File: src/rtl/mc_ctrl_fsm.sv
// Multi-cycle MIPS control unit: decodes op/funct from the IR and sequences
// fetch/decode/execute/memory/writeback, driving ALU control and datapath enables.
module mc_ctrl_fsm #(
    parameter int         CNT_W       = 32,
    parameter logic [3:0] RESET_STATE = 4'd0
) (
    input  logic             clk,
    input  logic             rst_n,
    input  logic [5:0]       op,
    input  logic [5:0]       funct,
    input  logic             zero,
    input  logic             upover,
    output logic             pc_wr,
    output logic             ir_wr,
    output logic             mem_wr,
    output logic             reg_wr,
    output logic             i_or_d,
    output logic             reg_dst,
    output logic             mem_to_reg,
    output logic             alu_src_a,
    output logic [1:0]       alu_src_b,
    output logic             ext_zero,
    output logic [1:0]       pc_src,
    output logic [1:0]       alu_ctr,
    output logic [3:0]       state,
    output logic             ovf_flag,
    output logic             illegal,
    output logic [CNT_W-1:0] instr_cnt
);

    typedef enum logic [3:0] {
        S_FETCH  = 4'd0,
        S_DECODE = 4'd1,
        S_MEMADR = 4'd2,
        S_MEMRD  = 4'd3,
        S_MEMWB  = 4'd4,
        S_MEMWR  = 4'd5,
        S_EXE    = 4'd6,
        S_ALUWB  = 4'd7,
        S_BRANCH = 4'd8,
        S_JUMP   = 4'd9
    } state_t;

    localparam logic [5:0] OP_R    = 6'b000000;
    localparam logic [5:0] OP_ADDI = 6'b001000;
    localparam logic [5:0] OP_ORI  = 6'b001101;
    localparam logic [5:0] OP_LW   = 6'b100011;
    localparam logic [5:0] OP_SW   = 6'b101011;
    localparam logic [5:0] OP_BEQ  = 6'b000100;
    localparam logic [5:0] OP_J    = 6'b000010;

    state_t state_reg;
    state_t state_next;
    logic   ov_q;
    logic   r_ok;
    logic   retire;
    logic [1:0] r_alu_ctr;

    assign state = state_reg;

    always_comb begin
        r_ok      = 1'b1;
        r_alu_ctr = 2'b00;
        case (funct)
            6'b100001: r_alu_ctr = 2'b00;
            6'b100011: r_alu_ctr = 2'b01;
            6'b100101: r_alu_ctr = 2'b10;
            6'b101010: r_alu_ctr = 2'b11;
            default:   r_ok      = 1'b0;
        endcase
    end

    // Every state that ends an instruction returns to FETCH and retires it.
    assign retire = (state_reg == S_MEMWB) || (state_reg == S_MEMWR) ||
                    (state_reg == S_ALUWB) || (state_reg == S_BRANCH) ||
                    (state_reg == S_JUMP);

    always_comb begin
        state_next = S_FETCH;
        pc_wr      = 1'b0;
        ir_wr      = 1'b0;
        mem_wr     = 1'b0;
        reg_wr     = 1'b0;
        i_or_d     = 1'b0;
        reg_dst    = 1'b0;
        mem_to_reg = 1'b0;
        alu_src_a  = 1'b0;
        alu_src_b  = 2'b00;
        ext_zero   = 1'b0;
        pc_src     = 2'b00;
        alu_ctr    = 2'b00;
        illegal    = 1'b0;
        case (state_reg)
            S_FETCH: begin
                ir_wr      = 1'b1;
                pc_wr      = 1'b1;
                alu_src_b  = 2'b01;
                state_next = S_DECODE;
            end
            S_DECODE: begin
                alu_src_b = 2'b11;
                case (op)
                    OP_LW, OP_SW:    state_next = S_MEMADR;
                    OP_ADDI, OP_ORI: state_next = S_EXE;
                    OP_BEQ:          state_next = S_BRANCH;
                    OP_J:            state_next = S_JUMP;
                    OP_R: begin
                        if (r_ok) state_next = S_EXE;
                        else      illegal    = 1'b1;
                    end
                    default:         illegal    = 1'b1;
                endcase
            end
            S_MEMADR: begin
                alu_src_a  = 1'b1;
                alu_src_b  = 2'b10;
                state_next = (op == OP_LW) ? S_MEMRD : S_MEMWR;
            end
            S_MEMRD: begin
                i_or_d     = 1'b1;
                state_next = S_MEMWB;
            end
            S_MEMWB: begin
                reg_wr     = 1'b1;
                mem_to_reg = 1'b1;
            end
            S_MEMWR: begin
                i_or_d = 1'b1;
                mem_wr = 1'b1;
            end
            S_EXE: begin
                alu_src_a  = 1'b1;
                state_next = S_ALUWB;
                if (op == OP_R) begin
                    alu_src_b = 2'b00;
                    alu_ctr   = r_alu_ctr;
                end else if (op == OP_ORI) begin
                    alu_src_b = 2'b10;
                    ext_zero  = 1'b1;
                    alu_ctr   = 2'b10;
                end else begin
                    alu_src_b = 2'b10;
                end
            end
            S_ALUWB: begin
                reg_dst = (op == OP_R);
                reg_wr  = !ov_q;
            end
            S_BRANCH: begin
                alu_src_a = 1'b1;
                alu_ctr   = 2'b01;
                pc_src    = 2'b01;
                pc_wr     = zero;
            end
            S_JUMP: begin
                pc_src = 2'b10;
                pc_wr  = 1'b1;
            end
            default: state_next = S_FETCH;
        endcase
    end

    always_ff @(posedge clk or negedge rst_n) begin
        if (!rst_n) begin
            state_reg <= state_t'(RESET_STATE);
            ov_q      <= 1'b0;
            ovf_flag  <= 1'b0;
            instr_cnt <= '0;
        end else begin
            state_reg <= state_next;
            // Only addi traps on signed overflow; addu/subu ignore it.
            if (state_reg == S_EXE)
                ov_q <= upover & (op == OP_ADDI);
            if ((state_reg == S_ALUWB) && ov_q)
                ovf_flag <= 1'b1;
            if (retire)
                instr_cnt <= instr_cnt + {{(CNT_W-1){1'b0}}, 1'b1};
        end
    end

endmodule

File: config.mk
export PLATFORM = sky130hd
export DESIGN_NAME = mc_ctrl_fsm
export DESIGN_NICKNAME = d
export VERILOG_FILES = /design/src/rtl/mc_ctrl_fsm.sv
export SDC_FILE = /design/constraint.sdc
export NUM_CORES = 1
export LEC_CHECK = 0
export ABC_CLOCK_PERIOD_IN_PS = 1800
export BUFFER_PORTS_ARGS = -buffer_cell sky130_fd_sc_hd__clkbuf_2
export CORE_AREA = 2 2 68 70
export CTS_BUF_LIST = sky130_fd_sc_hd__clkbuf_8
export DETAILED_ROUTE_END_ITERATION = 16
export DIE_AREA = 0 0 70 72
export GPL_ROUTABILITY_DRIVEN = 0
export PLACE_DENSITY_LB_ADDON = 0.25
export SETUP_SLACK_MARGIN = 0.02
export SLEW_MARGIN = 25
export SYNTH_ARGS = -nofsm -noshare
export SYNTH_HDL_FRONTEND = slang
export SYNTH_SLANG_ARGS = --single-unit
File: constraint.sdc
create_clock -name clk -period 1.8 [get_ports clk]
set_input_delay 0.27 -clock clk [delete_from_list [all_inputs] [get_ports clk]]
set_output_delay 0.27 -clock clk [all_outputs]
set_load 0.02 [all_outputs]
**Word level (Yosys, flattened, before mapping)**

Cells that the tools add are included.
Widths: inputs -> output; s select.

- Register bits after elaboration: 38
- Logic and storage cells: 66

- Add/subtract/negate cells: 1
- Equality and inequality tests: 19
- Multiplexer cells: 26
- Bitwise logic cells: 1
- Reductions and logical operators: 15

Operator list:

| kind | number |
|---|---|
| $pmux 4 s5 | 2 |
| $eq 6x6->1 const B | 6 |
| $add 32x1->32 const B | 1 |
| $eq 4x3->1 const B | 4 |
| $eq 6x4->1 const B | 2 |
| $mux 1 | 12 |
| $eq 4x2->1 const B | 2 |
| $eq 4x4->1 const B | 2 |
| $pmux 2 s2 | 2 |
| $pmux 2 s4 | 1 |
| $reduce_or 2->1 | 4 |
| $eq 6x2->1 const B | 1 |
| $eq 6x3->1 const B | 1 |
| $logic_not 6->1 | 1 |
| $mux 2 | 3 |
| $mux 3 | 2 |
| $pmux 1 s2 | 3 |
| $pmux 2 s3 | 1 |
| $reduce_or 6->1 | 1 |
| $eq 4x1->1 const B | 1 |
| $logic_not 4->1 | 1 |
| $logic_or 1x1->1 | 4 |
| $reduce_or 4->1 | 1 |
| $reduce_or 3->1 | 1 |
| other kinds (3) | 3 |

**Logic depth before layout (Yosys ltp)**

Gate-level depths: netlist of the first run.

- Word-level depth: 6
- Mapped depth: 7

**Worst setup path after synthesis of the first run**

OpenSTA, ideal clock, no wires.

- Path type: register to output
- Start: register state_reg[1], in the netlist state[1]
- End: output port alu_ctr[0]
- Data arrival time: 1,832 ps
- Required time: 1,530 ps
- Path slack: -302 ps
- Cell stages (with the launch flop): 6
- Path buffers: 1
- Cells stage by stage: dfrtp_1 > buf_2 > nor2b_1 > nand2_1 > or4b_1 > o21bai_1

- Word-level cells in the longest chain between the ends: 2
- Elaborated cells on any way between the ends: 3

Ends and longest elaborated chain:

| what | line | source |
|---|---|---|
| from (decl) | 52 | `state_t state_reg;` |
| from (signal assigned) | 165 | `state_reg <= state_t'(RESET_STATE);` |
| from (signal assigned) | 170 | `state_reg <= state_next;` |
| $eq 4x4->1 / $eq 4x3->1 (equally long branches) | 93 | `case (state_reg)` |
| $pmux 2 s2 (*) | 93 |  |
| to (decl) | 24 | `output logic [1:0] alu_ctr,` |

Mark *: on every way between the ends. The rest lies on a longest branch, timed or not.

**Final worst setup path of the first run**

- Start: register state_reg[0], in the netlist state[0]
- End: output port alu_ctr[0]

Same word-level chain as after synthesis.

==> results.json, run 1 <==
{
  "cts.clk_slew.worst_paths_ns": 0.07,
  "cp-end-kind": "output port",
  "fin_ws_ns": -0.169,
  "post-route-period-util_pct": 109,
  "power_leakage_uw": 0.00147,
  "placed_cell_area_um2": 2820,
  "netlist_area_um2": 2240,
  "synth_mux_area_share_pct": 0.503,
  "cp_slowest_cell": "sky130_fd_sc_hd__or4b_4",
  "initialDrtViolationCount": 141,
  "largest_register_ff_count": 32,
  "setup.worst_path.class": "register to output port",
  "ctsHtreeMaxLevel": 2,
  "cts-root-buf": "sky130_fd_sc_hd__clkbuf_8",
  "route.vias.total": 2109,
  "finalInstanceArea_um2": 3020,
  "power_uw": 2290,
  "critical_path.cell_chain": "nor2b_4, nand2_2, or4b_4, o21bai_4, buf_8",
  "layout.nets": 341,
  "synth_top_family_by_area": "simple AND/OR/NAND/NOR gates",
  "synthDominantAreaCellType": "sky130_fd_sc_hd__dfrtp_1",
  "crit_family": "simple AND/OR/NAND/NOR gates",
  "largest_net_degree_at_the_start_of_global_routing": 20,
  "tritoncts": "yes",
  "place.port_buffers": 68,
  "syn2layout_area_growth_pct": 34.8,
  "wirelength_um": 5330,
  "maximum_fanout_count_along_the_critical_path": 2,
  "worst_skew_pair.late_latency_ns": 0.29,
  "rsz_0062_raised_after_global_routing": "yes",
  "synthesis.area_per_instance_um2": 9.61,
  "wl_per_cell_um": 14.1,
  "final_layout_size_suffix_gt1_share_pct": 40.9,
  "remaining_global_route_overflow": 0,
  "setup_violations": 1,
  "final_max_slew_viol_count": 0,
  "post-dp-hpwl_um": 3840,
  "clock_buffers_created_by_tritoncts": 5,
  "synthFlopType": "sky130_fd_sc_hd__dfrtp_1",
  "yosysWarnings": 0,
  "yosys.area_share.xor_xnor_pct": 14.5,
  "utilization_pct": 70.7,
  "post_synth_fa_ha_maj_area_fraction_pct": 0.559,
  "grt_pass1_vias": 1962,
  "row_count": 24,
  "synth_simple_gate_area_share_pct": 30.6,
  "post-route-drc-count": 0,
  "core_area_um2": 4260,
  "antenna_found_initial": 0,
  "synth_cell_types": 48,
  "netlist_instances": 233,
  "totalNegativeSetupSlack_ns": -0.169,
  "slew_headroom_pct": 71.3,
  "drt.antenna.violating_nets": 0,
  "fraction_of_the_yosys_area_taken_by_sequential_cells_pct": 42.5,
  "layout_commonest_cell": "sky130_fd_sc_hd__clkbuf_2",
  "drt_pass1_iterations": 4,
  "start_util_pct": 52.5,
  "layout_min_cycle_time_ns": 1.97,
  "grt_pass1_wl_um": 8840,
  "diodes": 0,
  "slowest_stage_delay_cp_ns": 0.53,
  "p_per_area_nw_per_um2": 758,
  "vdd_drop_max_v": 0.000670,
  "timing.max_cap.violations": 0,
  "measured_slew_at_the_worst_slew_check_pin_ns": 0.427,
  "share_of_yosys_cell_area_claimed_by_the_top_area_cell_type_pct": 42.5,
  "synth-edff-count": 0,
  "ys_ff_latch": 38,
  "hold_viol_final": 0,
  "synth_async_sr_flop_share_pct": 100,
  "complex_gate_fraction_of_the_synthesized_area_pct": 7.38,
  "worstSetupStartpointType": "register",
  "chipHeight_um": 72,
  "synthTopCellsByArea": "sky130_fd_sc_hd__dfrtp_1 (42%), sky130_fd_sc_hd__xnor2_1 (9.4%), sky130_fd_sc_hd__xor2_1 (5.1%)",
  "die_x_um": 70,
  "max_clock_freq_ghz": 0.508,
  "worst-endpoint-required_ns": 1.53,
  "routed_via_density": 5.59,
  "critPathBufInv": 1,
  "numClockSinks": 38,
  "boundaryPins": 69,
  "clock_tree.buffer_depth": 2,
  "timing.critical_path.arrival_ns": 1.70,
  "outcome": "finished, violations left",
  "floorplan.die_area_um2": 5040,
  "min_path_type": "input port to register",
  "grt_usage_pct": 21.6,
  "synth_nets": 250,
  "violations": "setup timing",
  "place_ws_ns": 0.0411,
  "layout_common_cells": "sky130_fd_sc_hd__clkbuf_2 (63), sky130_fd_sc_hd__dfrtp_1 (35), sky130_fd_sc_hd__buf_4 (28), sky130_fd_sc_hd__xnor2_1 (24), sky130_fd_sc_hd__nand4_1 (18)",
  "finClkSkew_ns": 0.00295
}
==> through the flow <==
stage,hold WS (ns),cells
floorplan,-0.0256,233
global placement,0.201,364
detailed placement,0.201,364
CTS,0.229,374
global route,0.243,377
finish,0.235,377
==> worst paths after layout <==
| kind | from | slack (ns) | cells after the start | to |
|---|---|---|---|---|
| worst max-delay path | state[0] | -0.17 | 5 | alu_ctr[0] |
| worst min-delay path | op[3] | 0.24 | 2 | state[3] |
| worst max register to register | state[3] | 0.15 | 6 | instr_cnt[13] |
| worst min register to register | instr_cnt[31] | 0.48 | 1 | instr_cnt[31] |
| max in group asynchronous | rst_n | 0.87 | 3 | instr_cnt[7] |
| min in group asynchronous | rst_n | 0.42 | 2 | instr_cnt[15] |
==> final cells by class <==
type | count | area, um2
Multi-Input combinational cell | 175 | 1290
Fill cell | 324 | 1250
Sequential cell | 38 | 955
Timing Repair Buffer | 96 | 587
Clock buffer | 6 | 82.6
Tap cell | 52 | 65.1
Inverter | 8 | 30.0
Clock inverter | 2 | 8.76
==> synth_stat cells (2+ instances only) <==
master                     number
sky130_fd_sc_hd__dfrtp_1       38
sky130_fd_sc_hd__xnor2_1       24
sky130_fd_sc_hd__nand4_1       18
sky130_fd_sc_hd__nand3_1       15
sky130_fd_sc_hd__nor2_1        15
sky130_fd_sc_hd__nor3_1        14
sky130_fd_sc_hd__nand2_1       13
sky130_fd_sc_hd__xor2_1        13
sky130_fd_sc_hd__inv_1          8
sky130_fd_sc_hd__nor4_1         6
sky130_fd_sc_hd__a21oi_1        5
sky130_fd_sc_hd__buf_2          5
sky130_fd_sc_hd__clkbuf_1       4
sky130_fd_sc_hd__nor2b_1        4
sky130_fd_sc_hd__and3_1         3
sky130_fd_sc_hd__nand2b_1       3
sky130_fd_sc_hd__o21ai_1        3
sky130_fd_sc_hd__a221oi_1       2
sky130_fd_sc_hd__and2_1         2
sky130_fd_sc_hd__and4_1         2
sky130_fd_sc_hd__buf_1          2
sky130_fd_sc_hd__nor4_2         2
sky130_fd_sc_hd__nor4_4         2
sky130_fd_sc_hd__nor4bb_1       2
sky130_fd_sc_hd__o21ai_0        2
sky130_fd_sc_hd__o21bai_1       2
sky130_fd_sc_hd__or3_1          2
sky130_fd_sc_hd__or4b_1         2
==> layer usage <==
metal / part of all wire (%) / up-vias / global-route usage (%)
met5: 0 / - / 0
met4: 1.6 / 0 / 8.33
met3: 4.9 / 7 / 3.06
met2: 51 / 66 / 35.9
met1: 43 / 1011 / 28.9
li1: - / 1025 / -
==> kinds of logic (layout without fill, tap and decap cells) <==
| group | after synthesis | count (layout) |
|---|---|---|
| and+or+nand+nor | 112 | 112 |
| DFF | 38 | 38 |
| xor gates and xnor gates | 37 | 37 |
| AOI/OAI and AO/OA | 24 | 24 |
| buffers and inverters | 20 | 112 |
| adders and majority gates | 1 | 1 |
| muxes | 1 | 1 |
==> where the power goes <==
group	internal, uW	total, uW	leakage, uW	switching (uW)
Sequential	916	981	0.000514	65.1
Clock	303	589	0.0000524	286
Combinational	281	717	0.000900	437
==> timing repair <==
item / 4_1_cts / 5_1_grt
pin swaps: 2 / 7
gates cloned: 0 / 0
endpoints found under the setup margin: 2 / 19
gates resized for setup: 5 / 20
buffers inserted: 1 / 4
hold buffers: 1 / 0
hold endpoints to repair: 14 / 0
No activity file was read; power rests on OpenSTA's default activity.
==> run 2, diff against run 1 <==
SKIP_CTS_REPAIR_TIMING = 1   (was default)
==> run 2 against run 1 <==
The flow still finishes with violations (setup timing). Die area stayed put. Setup slack worse by 0.0031 ns. Utilization about the same. Total power is essentially flat. Routed wire length is essentially flat. Final area barely moved.
==> results.json, run 2 (synthesized netlist as in run 1, its figures left out) <==
{
  "outcome": "finished, violations left",
  "violations": "setup timing",
  "tritoncts": "yes",
  "vdd_drop_max_v": 0.000651,
  "clock_tree.buffer_depth": 2,
  "cts-root-buf": "sky130_fd_sc_hd__clkbuf_8",
  "core_area_um2": 4260,
  "clock_buffers_created_by_tritoncts": 5,
  "route.vias.total": 2117,
  "ctsHtreeMaxLevel": 2,
  "floorplan.die_area_um2": 5040,
  "layout_common_cells": "sky130_fd_sc_hd__clkbuf_2 (62), sky130_fd_sc_hd__dfrtp_1 (35), sky130_fd_sc_hd__buf_4 (28), sky130_fd_sc_hd__xnor2_1 (24), sky130_fd_sc_hd__nand4_1 (18)",
  "row_count": 24,
  "hold_viol_final": 0,
  "placed_cell_area_um2": 2820,
  "final_max_slew_viol_count": 0,
  "timing.critical_path.arrival_ns": 1.70,
  "min_path_type": "input port to register",
  "post-dp-hpwl_um": 3840,
  "finalInstanceArea_um2": 3020,
  "worst-endpoint-required_ns": 1.53,
  "start_util_pct": 52.5,
  "drt_pass1_iterations": 4,
  "p_per_area_nw_per_um2": 758,
  "finClkSkew_ns": 0.00323,
  "place_ws_ns": 0.0411,
  "filler_instances": 325,
  "wl_per_cell_um": 14.1,
  "die_x_um": 70,
  "fin_ws_ns": -0.172,
  "syn2layout_area_growth_pct": 34.8,
  "reg2reg_slack_ns": 0.15,
  "worstSetupStartpointType": "register",
  "final_layout_size_suffix_gt1_share_pct": 40.9,
  "power_uw": 2290,
  "numClockSinks": 38,
  "slew_headroom_pct": 71.6,
  "drt.antenna.violating_nets": 0,
  "post-route-drc-count": 0,
  "measured_slew_at_the_worst_slew_check_pin_ns": 0.422,
  "grt_usage_pct": 21.5,
  "grt_pass1_vias": 1960,
  "cp-end-kind": "output port",
  "post-route-period-util_pct": 110,
  "chipHeight_um": 72,
  "wirelength_um": 5330,
  "cts.clk_slew.worst_paths_ns": 0.07,
  "initialDrtViolationCount": 118,
  "layout_min_cycle_time_ns": 1.97,
  "layout.nets": 341,
  "routed_via_density": 5.62,
  "boundaryPins": 69,
  "grt_pass1_wl_um": 8790,
  "timing.max_cap.violations": 0,
  "maximum_fanout_count_along_the_critical_path": 2,
  "place.port_buffers": 68,
  "layout_commonest_cell": "sky130_fd_sc_hd__clkbuf_2",
  "worst_skew_pair.late_latency_ns": 0.29,
  "rsz_0062_raised_after_global_routing": "yes",
  "diodes": 0,
  "largest_net_degree_at_the_start_of_global_routing": 20,
  "whs_ns": 0.239,
  "antenna_found_initial": 0,
  "remaining_global_route_overflow": 0,
  "setup.worst_path.class": "register to output port",
  "largest_register_ff_count": 32,
  "setup_violations": 1,
  "multi_input_area_um2": 1290,
  "power_leakage_uw": 0.00147,
  "utilization_pct": 70.8,
  "reg_area_um2": 955,
  "max_clock_freq_ghz": 0.507
}
run 2: cell types whose count changed in the layout (fill, tap and decap cells not counted):
| cell | change |
|---|---|
| sky130_fd_sc_hd__buf_2 | +1 |
| sky130_fd_sc_hd__buf_6 | +1 |
| sky130_fd_sc_hd__buf_8 | -1 |
| sky130_fd_sc_hd__clkbuf_2 | -1 |
| sky130_fd_sc_hd__inv_1 | +1 |
| sky130_fd_sc_hd__inv_2 | -1 |
| sky130_fd_sc_hd__nor3_1 | -1 |
| sky130_fd_sc_hd__nor3_2 | +1 |
run 2: path summary, 6_finish.rpt:
| check | depth (start not counted) | from | endpoint |
|---|---|---|---|
| worst max-delay path | 5 | state[0] | alu_ctr[0] |
| min in group asynchronous | 2 | rst_n | instr_cnt[15] |
| worst min-delay path | 2 | op[3] | state[3] |
| max in group asynchronous | 3 | rst_n | instr_cnt[7] |
| worst max register to register | 6 | state[0] | instr_cnt[13] |
| worst min register to register | 1 | instr_cnt[31] | instr_cnt[31] |
run 2: power by group:
group | leakage, uW | internal, uW | switching [uW]
logic | 0.000899 | 281 | 440
clock network | 0.0000524 | 303 | 285
registers | 0.000514 | 916 | 63.6
total | 0.00147 | 1500 | 789
run 2: cell type report:
cell class | instances | share of cell area [%]
clock inverter | 2 | 0.290
timing repair buffer | 96 | 19.3
tap | 52 | 2.16
sequential | 38 | 31.6
inverter | 8 | 0.995
multi-input combinational | 175 | 42.9
clock buffer | 6 | 2.74
run 2: layer usage:
layer | vias to the layer above | share of wire, % | track usage [%] | wire, um
met5 | - | 0 | 0 | 0
met4 | 0 | 1.6 | 8.33 | 85
met3 | 7 | 4.4 | 3.06 | 233
met2 | 69 | 51 | 35.9 | 2700
met1 | 1014 | 43 | 28.6 | 2310
li1 | 1027 | - | - | -
run 2: worst max-delay path: stages, from the launching register on:
cell,delay (ns)
sky130_fd_sc_hd__dfrtp_2,0.42
sky130_fd_sc_hd__nor2b_4,0.13
sky130_fd_sc_hd__nand2_2,0.06
sky130_fd_sc_hd__or4b_4,0.53
sky130_fd_sc_hd__o21bai_4,0.15
sky130_fd_sc_hd__buf_6,0.13
run 2: metrics by stage:
stage | std cells | setup TNS (ns)
3_5_place_dp | 364 | 0
6_report | 377 | -0.172
5_1_grt | 377 | -0.275
4_1_cts | 372 | -0.331
3_3_place_gp | 364 | 0
2_1_floorplan | 233 | -0.0230
